<file path="src/rtl/hicore_rob.sv">
// hicore_rob: in-order reorder buffer between dispatch/writeback and the commit stage
`ifndef HiCore_RFIDX_WIDTH
`define HiCore_RFIDX_WIDTH 5
`endif
`ifndef HiCore_CSRIDX_WIDTH
`define HiCore_CSRIDX_WIDTH 12
`endif
`ifndef HiCore_PC_SIZE
`define HiCore_PC_SIZE 32
`endif
`ifndef HiCore_REG_SIZE
`define HiCore_REG_SIZE 32
`endif
`ifndef HiCore_EXCP_SIZE
`define HiCore_EXCP_SIZE 8
`endif
`ifndef HiCore_IRQ_SIZE
`define HiCore_IRQ_SIZE 3
`endif
`ifndef HiCore_WB_SIZE
`define HiCore_WB_SIZE (`HiCore_PC_SIZE + `HiCore_IRQ_SIZE + `HiCore_EXCP_SIZE)
`endif

module hicore_rob #(
    parameter int DEPTH = 8,
    parameter int TAG_W = 3
) (
    input  logic                             clk,
    input  logic                             rst_n,
    input  logic                             disp_valid,
    output logic                             disp_ready,
    input  logic                             disp_rd_need,
    input  logic [`HiCore_RFIDX_WIDTH-1:0]   disp_rd_idx,
    input  logic                             disp_csr_need,
    input  logic [`HiCore_CSRIDX_WIDTH-1:0]  disp_csr_idx,
    input  logic                             disp_fence_i_op,
    input  logic                             disp_mret_op,
    input  logic [`HiCore_PC_SIZE-1:0]       disp_pc,
    output logic [TAG_W-1:0]                 disp_tag,
    input  logic                             wb_valid,
    input  logic [TAG_W-1:0]                 wb_tag,
    input  logic [`HiCore_REG_SIZE-1:0]      wb_rd_data,
    input  logic [`HiCore_REG_SIZE-1:0]      wb_csr_data,
    input  logic [`HiCore_PC_SIZE-1:0]       wb_next_pc,
    input  logic [`HiCore_EXCP_SIZE-1:0]     wb_excp,
    input  logic [`HiCore_IRQ_SIZE-1:0]      wb_irq,
    input  logic                             rob_valid,
    output logic                             rob_ready,
    output logic                             rob_rd_need,
    output logic [`HiCore_RFIDX_WIDTH-1:0]   rob_rd_idx,
    output logic [`HiCore_REG_SIZE-1:0]      rob_rd_data,
    output logic                             rob_csr_need,
    output logic [`HiCore_CSRIDX_WIDTH-1:0]  rob_csr_idx,
    output logic [`HiCore_REG_SIZE-1:0]      rob_csr_data,
    output logic                             rob_fence_i_op,
    output logic                             rob_mret_op,
    output logic [`HiCore_PC_SIZE-1:0]       rob_next_pc,
    output logic [`HiCore_WB_SIZE-1:0]       rob_info,
    input  logic                             flush
);
    logic [TAG_W-1:0] head, tail;
    logic [TAG_W:0]   count;
    logic [DEPTH-1:0] valid, done;
    logic                            rd_need_q  [DEPTH];
    logic [`HiCore_RFIDX_WIDTH-1:0]  rd_idx_q   [DEPTH];
    logic                            csr_need_q [DEPTH];
    logic [`HiCore_CSRIDX_WIDTH-1:0] csr_idx_q  [DEPTH];
    logic                            fence_i_q  [DEPTH];
    logic                            mret_q     [DEPTH];
    logic [`HiCore_PC_SIZE-1:0]      pc_q       [DEPTH];
    logic [`HiCore_REG_SIZE-1:0]     rd_data_q  [DEPTH];
    logic [`HiCore_REG_SIZE-1:0]     csr_data_q [DEPTH];
    logic [`HiCore_PC_SIZE-1:0]      next_pc_q  [DEPTH];
    logic [`HiCore_EXCP_SIZE-1:0]    excp_q     [DEPTH];
    logic [`HiCore_IRQ_SIZE-1:0]     irq_q      [DEPTH];
    logic disp_fire, commit_fire, wb_hit;

    assign disp_ready     = (count != (TAG_W+1)'(DEPTH)) & ~flush;
    assign disp_tag       = tail;
    assign disp_fire      = disp_valid & disp_ready;
    assign rob_ready      = valid[head] & done[head];
    assign commit_fire    = rob_valid & rob_ready;
    assign wb_hit         = wb_valid & valid[wb_tag];
    assign rob_rd_need    = rd_need_q[head];
    assign rob_rd_idx     = rd_idx_q[head];
    assign rob_rd_data    = rd_data_q[head];
    assign rob_csr_need   = csr_need_q[head];
    assign rob_csr_idx    = csr_idx_q[head];
    assign rob_csr_data   = csr_data_q[head];
    assign rob_fence_i_op = fence_i_q[head];
    assign rob_mret_op    = mret_q[head];
    assign rob_next_pc    = next_pc_q[head];
    assign rob_info       = {pc_q[head], irq_q[head], excp_q[head]};

    always_ff @(posedge clk) begin
        if (!rst_n) begin
            head  <= '0;
            tail  <= '0;
            count <= '0;
            valid <= '0;
            done  <= '0;
            for (int i = 0; i < DEPTH; i++) begin
                rd_need_q[i]  <= 1'b0;
                rd_idx_q[i]   <= '0;
                csr_need_q[i] <= 1'b0;
                csr_idx_q[i]  <= '0;
                fence_i_q[i]  <= 1'b0;
                mret_q[i]     <= 1'b0;
                pc_q[i]       <= '0;
                rd_data_q[i]  <= '0;
                csr_data_q[i] <= '0;
                next_pc_q[i]  <= '0;
                excp_q[i]     <= '0;
                irq_q[i]      <= '0;
            end
        end else if (flush) begin
            head  <= '0;
            tail  <= '0;
            count <= '0;
            valid <= '0;
            done  <= '0;
        end else begin
            // The tail slot is never valid while dispatch fires, so these writes cannot collide
            if (disp_fire) begin
                rd_need_q[tail]  <= disp_rd_need;
                rd_idx_q[tail]   <= disp_rd_idx;
                csr_need_q[tail] <= disp_csr_need;
                csr_idx_q[tail]  <= disp_csr_idx;
                fence_i_q[tail]  <= disp_fence_i_op;
                mret_q[tail]     <= disp_mret_op;
                pc_q[tail]       <= disp_pc;
                valid[tail]      <= 1'b1;
                done[tail]       <= 1'b0;
                tail             <= tail + 1'b1;
            end
            if (wb_hit) begin
                rd_data_q[wb_tag]  <= wb_rd_data;
                csr_data_q[wb_tag] <= wb_csr_data;
                next_pc_q[wb_tag]  <= wb_next_pc;
                excp_q[wb_tag]     <= wb_excp;
                irq_q[wb_tag]      <= wb_irq;
                done[wb_tag]       <= 1'b1;
            end
            if (commit_fire) begin
                valid[head] <= 1'b0;
                head        <= head + 1'b1;
            end
            count <= count + (TAG_W+1)'(disp_fire) - (TAG_W+1)'(commit_fire);
        end
    end
endmodule

</file>
<file path="config.mk">
export PLATFORM = sky130hd
export DESIGN_NAME = hicore_rob
export DESIGN_NICKNAME = d
export VERILOG_FILES = /design/src/rtl/hicore_rob.sv
export SDC_FILE = /design/constraint.sdc
export NUM_CORES = 2
export LEC_CHECK = 0
export CAP_MARGIN = 20
export CELL_PAD_IN_SITES_DETAIL_PLACEMENT = 1
export CELL_PAD_IN_SITES_GLOBAL_PLACEMENT = 1
export CORE_ASPECT_RATIO = 1.4
export CORE_UTILIZATION = 53
export CTS_BUF_LIST = sky130_fd_sc_hd__clkbuf_4
export DETAILED_ROUTE_END_ITERATION = 12
export PLACE_DENSITY_LB_ADDON = 0.1
export SKIP_LAST_GASP = 1
export SYNTH_ARGS = -nofsm -noshare
export SYNTH_HDL_FRONTEND = slang
export SYNTH_SLANG_ARGS = --single-unit
</file>
<file path="constraint.sdc">
create_clock -name clk -period 5.4 [get_ports clk]
set_input_delay 0.54 -clock clk [delete_from_list [all_inputs] [get_ports clk]]
set_output_delay 0.54 -clock clk [all_outputs]
set_load 0.05 [all_outputs]
</file>
=== Yosys cells after proc, flatten, opt, wreduce, memory -nomap -nowiden ===
Memories as Yosys holds them, arrays and structs flattened. A register that Yosys moved wholly into a read port is not among the register bits.
Index checks and enable logic that the tools add are counted.
W data, S select, Z words.

* Bitwise operators: 13
* Reduce and logical (&&, ||, !) cells: 16
* Multiplexer cells: 89
* Add/subtract/negate cells: 4
* $lt $le $gt $ge: 6
* Eq/ne operators: 1

{| class="wikitable"
|+ Operators with widths
! operator !! count
|-
| $mux W32 || 4
|-
| $reduce_or A32 Y1 || 4
|-
| $mux W3 || 37
|-
| $mux W8 || 9
|-
| $mux W1 || 31
|-
| $and A8 B8 Y8 || 2
|-
| $not A8 Y8 || 2
|-
| $or A8 B8 Y8 || 2
|-
| $lt A3 B4 Y1 const B || 3
|-
| $mux W12 || 1
|-
| $reduce_or A12 Y1 || 1
|-
| $bmux W1 S3 || 3
|-
| $demux W1 S3 || 3
|-
| $ge A3 B1 Y1 const B || 3
|-
| $reduce_or A8 Y1 || 1
|-
| $add A3 B1 Y3 const B || 2
|-
| $and A1 B1 Y1 || 5
|-
| $mux W5 || 1
|-
| $reduce_or A5 Y1 || 1
|-
| $add A4 B1 Y4 || 1
|-
| $ne A4 B4 Y1 const B || 1
|-
| $reduce_or A1 Y1 || 4
|-
| $sub A4 B1 Y4 || 1
|-
| $logic_and A1 B1 Y1 || 3
|-
| 3 further kinds || 4
|}

* Flip-flop bits (word level): 26
* Logic and storage cells: 146
* Output and inout bits: 165
* Bits in writable memories: 1280
* Memories kept: 12

{| class="wikitable"
|+ Memories
! name !! words !! bits a word !! rd ports !! clocked after memory_dff !! wr ports !! RTL line !! RTL
|-
| csr_data_q || 8 || 32 || 1 || 1 || 8 || 72 || <nowiki>logic [`HiCore_REG_SIZE-1:0] csr_data_q [DEPTH];</nowiki>
|-
| next_pc_q || 8 || 32 || 1 || 1 || 8 || 73 || <nowiki>logic [`HiCore_PC_SIZE-1:0] next_pc_q [DEPTH];</nowiki>
|-
| pc_q || 8 || 32 || 1 || 1 || 8 || 70 || <nowiki>logic [`HiCore_PC_SIZE-1:0] pc_q [DEPTH];</nowiki>
|-
| rd_data_q || 8 || 32 || 1 || 1 || 8 || 71 || <nowiki>logic [`HiCore_REG_SIZE-1:0] rd_data_q [DEPTH];</nowiki>
|-
| csr_idx_q || 8 || 12 || 1 || 1 || 8 || 67 || <nowiki>logic [`HiCore_CSRIDX_WIDTH-1:0] csr_idx_q [DEPTH];</nowiki>
|-
| excp_q || 8 || 8 || 1 || 1 || 8 || 74 || <nowiki>logic [`HiCore_EXCP_SIZE-1:0] excp_q [DEPTH];</nowiki>
|-
| 6 more memories || -- || -- || -- || -- || -- || -- ||
|}

=== Depth between registers and ports, before layout ===
* Word-level depth: 11
* Mapped depth: 12
* Mapped depth without buffers: 11

=== Worst setup path after synthesis ===
OpenSTA, ideal clock, no wires.

* Path kind: input to register
* Start point: input port wb_tag[2]
* End point: memory csr_data_q[1][0] (netlist bit) (enable)
* Stages on the path: 7
* Setup slack: 0.389 ns
* Arrival: 4.527 ns
* Buffers on the path: 3
* Required time: 4.916 ns
* Path through: buf_4 -> nand2b_2 -> o211a_1 -> buf_6 -> a2111oi_4 -> buf_6 -> nand2b_1

{| class="wikitable"
|+ RTL lines
! what !! RTL line !! RTL
|-
| start: declaration || 41 || <nowiki>input logic [TAG_W-1:0] wb_tag,</nowiki>
|-
| end: declaration || 72 ||
|}

==> results.md <==
- Status: completed
- TritonCTS clock tree: yes
- Clock buffer depth: 4
- Via/cell ratio: 5.76
- Drt wl/cell: 27.1 um
- Syn. warnings: 0
- CP Max Fanout: 32
- Total track usage: 28.3%
- First-pass GRT wire length: 229 mm
- Layout fillers: 9871
- CP delay by family, top: buffers and inverters
- Initial Utilization: 53.5%
- Synth area leader: edfxtp_1
- Post-synth top area share: 64.5%
- Initial antenna violation count: 29
- Yosys cell types: 49
- Fmax achieved: 0.209 GHz
- Worst Tran Pin Value: 1000 ps
- Worst path depth: 4
- Clk root buf: clkbuf_4
- DR vias: 32567
- Syn Nets: 3681
- Worst Path Arrival: 4250 ps
- Avg Cell Area, Syn: 16.6 sq um
- FF+latch count, synth: 1309
- Fin. Hold Viols: 0
- Total Wirelength: 154 mm
- CP endpoint: rob_info[4]
- Total negative slack: 0 ps
- Post-Syn Instances: 3504
- Die area: 0.111 sq mm
- Site Rows: 143
- I/O Buffers: 333
- Setup Buffers After CTS: 0
- RSZ-0062 raised after global routing: no
- Die width: 282 um
- Layout cells sized above 1: 25.5%
- Primary FF master, synth: edfxtp_1
- GPL Wtd Cong: 0.802
- Clk pin slew, worst setup/hold paths: 80 ps
- Worst R2R End: rd_data_q[7][25]
- Register share of total power: 56.3%
- Clock share of power: 38.2%
- Tcrit/Tclk final: 88.7%
- Area growth, synth to finish: 15.5%
- Cell Area, Synth: 0.0581 sq mm
- Final setup fails: 0
- Worst rel slew slack: 33.0%
- Crit path buffers/inverters: 2
- RR Startpoint: valid[3]
- Critical-path top delay cell: dfxtp_4
- Final nets: 4172
- DR iter-0 viols: 1968
- DRC violations left: 0
- Max-slew violations: 0
- Crit Path Class: flop to output pin
- Vias in the first global route: 37258
- Worst vdd ir: 0.191 mV
- Combinational share of power: 5.5%
- Req. time, crit path: 4860 ps
- H-tree depth: 5
- Die Ht: 394 um
- Reg2reg setup slack: 2380 ps
- Post-synth EDFFs: 1248
- CP endpoint kind: output pin
- Largest net degree at the start of global routing: 109
- Internal power: 0.0158 W
- Worst Reg2Reg Path Length in Cells: 5
- Total grt overflow: 0
- Max_cap viols: 0
- Cells along the critical path: buf_4 > mux4_2 > mux2_2 > clkdlybuf4s50_1
- Skew-Pair Late Insertion Delay: 1200 ps
- Switching Share: 22.8%
- HPWL after detailed placement: 85.8 mm
- Leakage power: 24.1 nW
- Sequential-to-total area share from yosys stat: 66.6%
- CP peak stage delay: 850 ps
- Final clock skew: 86.5 ps
- CP startpoint kind: flop
- Switch Pwr: 0.00467 W
- DRT antenna net count: 0
- Clock sinks: 1309
- Core area: 0.109 sq mm
- Post-synthesis async set-or-reset flop share: 0%
- Worst min-delay path class: primary input to flop
- P per Cell Area: 305 mW/mm^2
- Synth top area cells: edfxtp_1 (65%), and2_1 (14%), mux4_2 (12%)
- Min cycle time layout: 4790 ps
- Hold slack final: 169 ps
- First-pass detailed-route iteration total: 4
- Num CTS Buffers: 329
- Boundary Pins: 334
## synthesized netlist by cell type (all sizes together) (2+ instances only)
library cell / count
clkbuf: 186
o21ai: 20
mux2: 160
a2111oi: 2
inv: 8
nor3: 9
or2: 2
nor2b: 3
nand2b: 16
a21oi: 3
nand4: 3
ha: 7
o221a: 4
edfxtp: 1248
nand2: 37
or3: 3
nand4b: 4
nor2: 17
mux4: 322
nand3: 23
o211ai: 2
dfxtp: 61
o311a: 2
and2: 1256
xor2: 3
mux2i: 9
a32o: 13
a211oi: 2
buf: 59
a31o: 7
## cell usage in the layout (no fill, tap or decap), types with 4 or more instances in the layout
master	count
clkbuf_4	457
a32o_1	13
mux4_2	322
diode_2	16
nor3_4	4
buf_4	38
clkinv_2	4
nand4b_1	4
a31o_2	7
inv_1	8
dfxtp_1	58
buf_12	31
o21ai_0	20
mux2i_1	9
nand2_1	30
edfxtp_1	1248
nand3_1	23
nand2b_1	6
nand2_4	7
nor2_1	11
nand2b_4	8
clkdlybuf4s50_1	332
and2_1	1256
o221a_2	4
inv_2	5
clkinv_1	60
ha_1	7
mux2_2	160
## kinds of logic after synthesis
group,synth area share [%]
multiplexers,15.7
buffers and inverters,1.87
flip-flops,66.6
adder cells (fa/ha/maj),0.185
AND/OR/NAND/NOR,14.6
AO/OA/AOI/OAI,0.901
XOR/XNOR,0.0603
## metrics by stage
step / util, % / area [sq um] / worst slack, ps / cells / total power (W)
floorplan: - / 58100 / 389 / 3504 / 0.0123
global placement: 58.3 / 63300 / 1450 / 5111 / 0.0128
detailed placement: 58.3 / 63300 / 1350 / 5111 / 0.0129
CTS: 61.8 / 67100 / 391 / 5642 / 0.0207
global route: 61.8 / 67100 / 303 / 5650 / 0.0212
finish: 61.8 / 67100 / 613 / 5658 / 0.0205
## metal layers
layer / vias to the layer above / wire [um] / track usage, %
met1: 17142 / 56500 / 32.1
met5: - / 194 / 0
li1: 14187 / - / -
met3: 267 / 9850 / 7.01
met4: 32 / 3670 / 9.23
met2: 939 / 83400 / 51.6
## cell type report
| cell class | count | area [sq um] | area share (%) |
|---|---|---|---|
| inverters | 8 | 30.0 | 0.0447 |
| repair buffers | 405 | 4260 | 6.35 |
| clock inverters | 71 | 324 | 0.483 |
| well taps | 1450 | 1810 | 2.70 |
| multi-input cells | 1942 | 18500 | 27.6 |
| diodes | 16 | 40.0 | 0.0597 |
| flip-flops and latches | 1309 | 38700 | 57.7 |
| clock buffers | 457 | 3430 | 5.11 |
## worst min-delay path by stage
stage          slack [ps]                 to  cells after the start            start
2_1_floorplan         430            done[1]                      2          done[1]
3_3_place_gp          450            done[1]                      2          done[1]
3_5_place_dp          460            done[1]                      2          done[1]
4_1_cts                10   csr_data_q[7][6]                      2   wb_csr_data[6]
5_1_grt               100  csr_data_q[6][22]                      2  wb_csr_data[22]
6_report              170  csr_data_q[6][22]                      2  wb_csr_data[22]
## registers in the layout, summed over array words and instances (netlist names), named ones only
| name | cells |
|---|---|
| next_pc_q | 256 |
| pc_q | 256 |
| fence_i_q | 8 |
| csr_idx_q | 96 |
| disp_tag | 3 |
| done | 8 |
| head | 3 |
| rd_data_q | 256 |
| rd_idx_q | 40 |
| irq_q | 24 |
| mret_q | 8 |
| csr_data_q | 256 |
| excp_q | 64 |
| valid | 8 |
| csr_need_q | 8 |
| count | 4 |
| rd_need_q | 8 |
## power by group through the flow
| stage | sequential (W) | clock [W] | combinational [W] |
|---|---|---|---|
| after CTS | 0.0115 | 0.00803 | 0.00115 |
| after detailed placement | 0.0117 | 0 | 0.00114 |
| after global placement | 0.0117 | 0 | 0.00112 |
| final | 0.0115 | 0.00781 | 0.00113 |
| after floorplan | 0.0117 | 0 | 0.000564 |
| after global routing | 0.0115 | 0.00846 | 0.00119 |
## what timing repair did
| item | 4_1_cts | 5_1_grt |
|---|---|---|
| resized for setup | 0 | 0 |
| setup endpoints to repair | 0 | 0 |
| hold buffers | 3 | 0 |
| hold endpoints to repair | 6 | 0 |
Power figures use the tool's default switching activity.
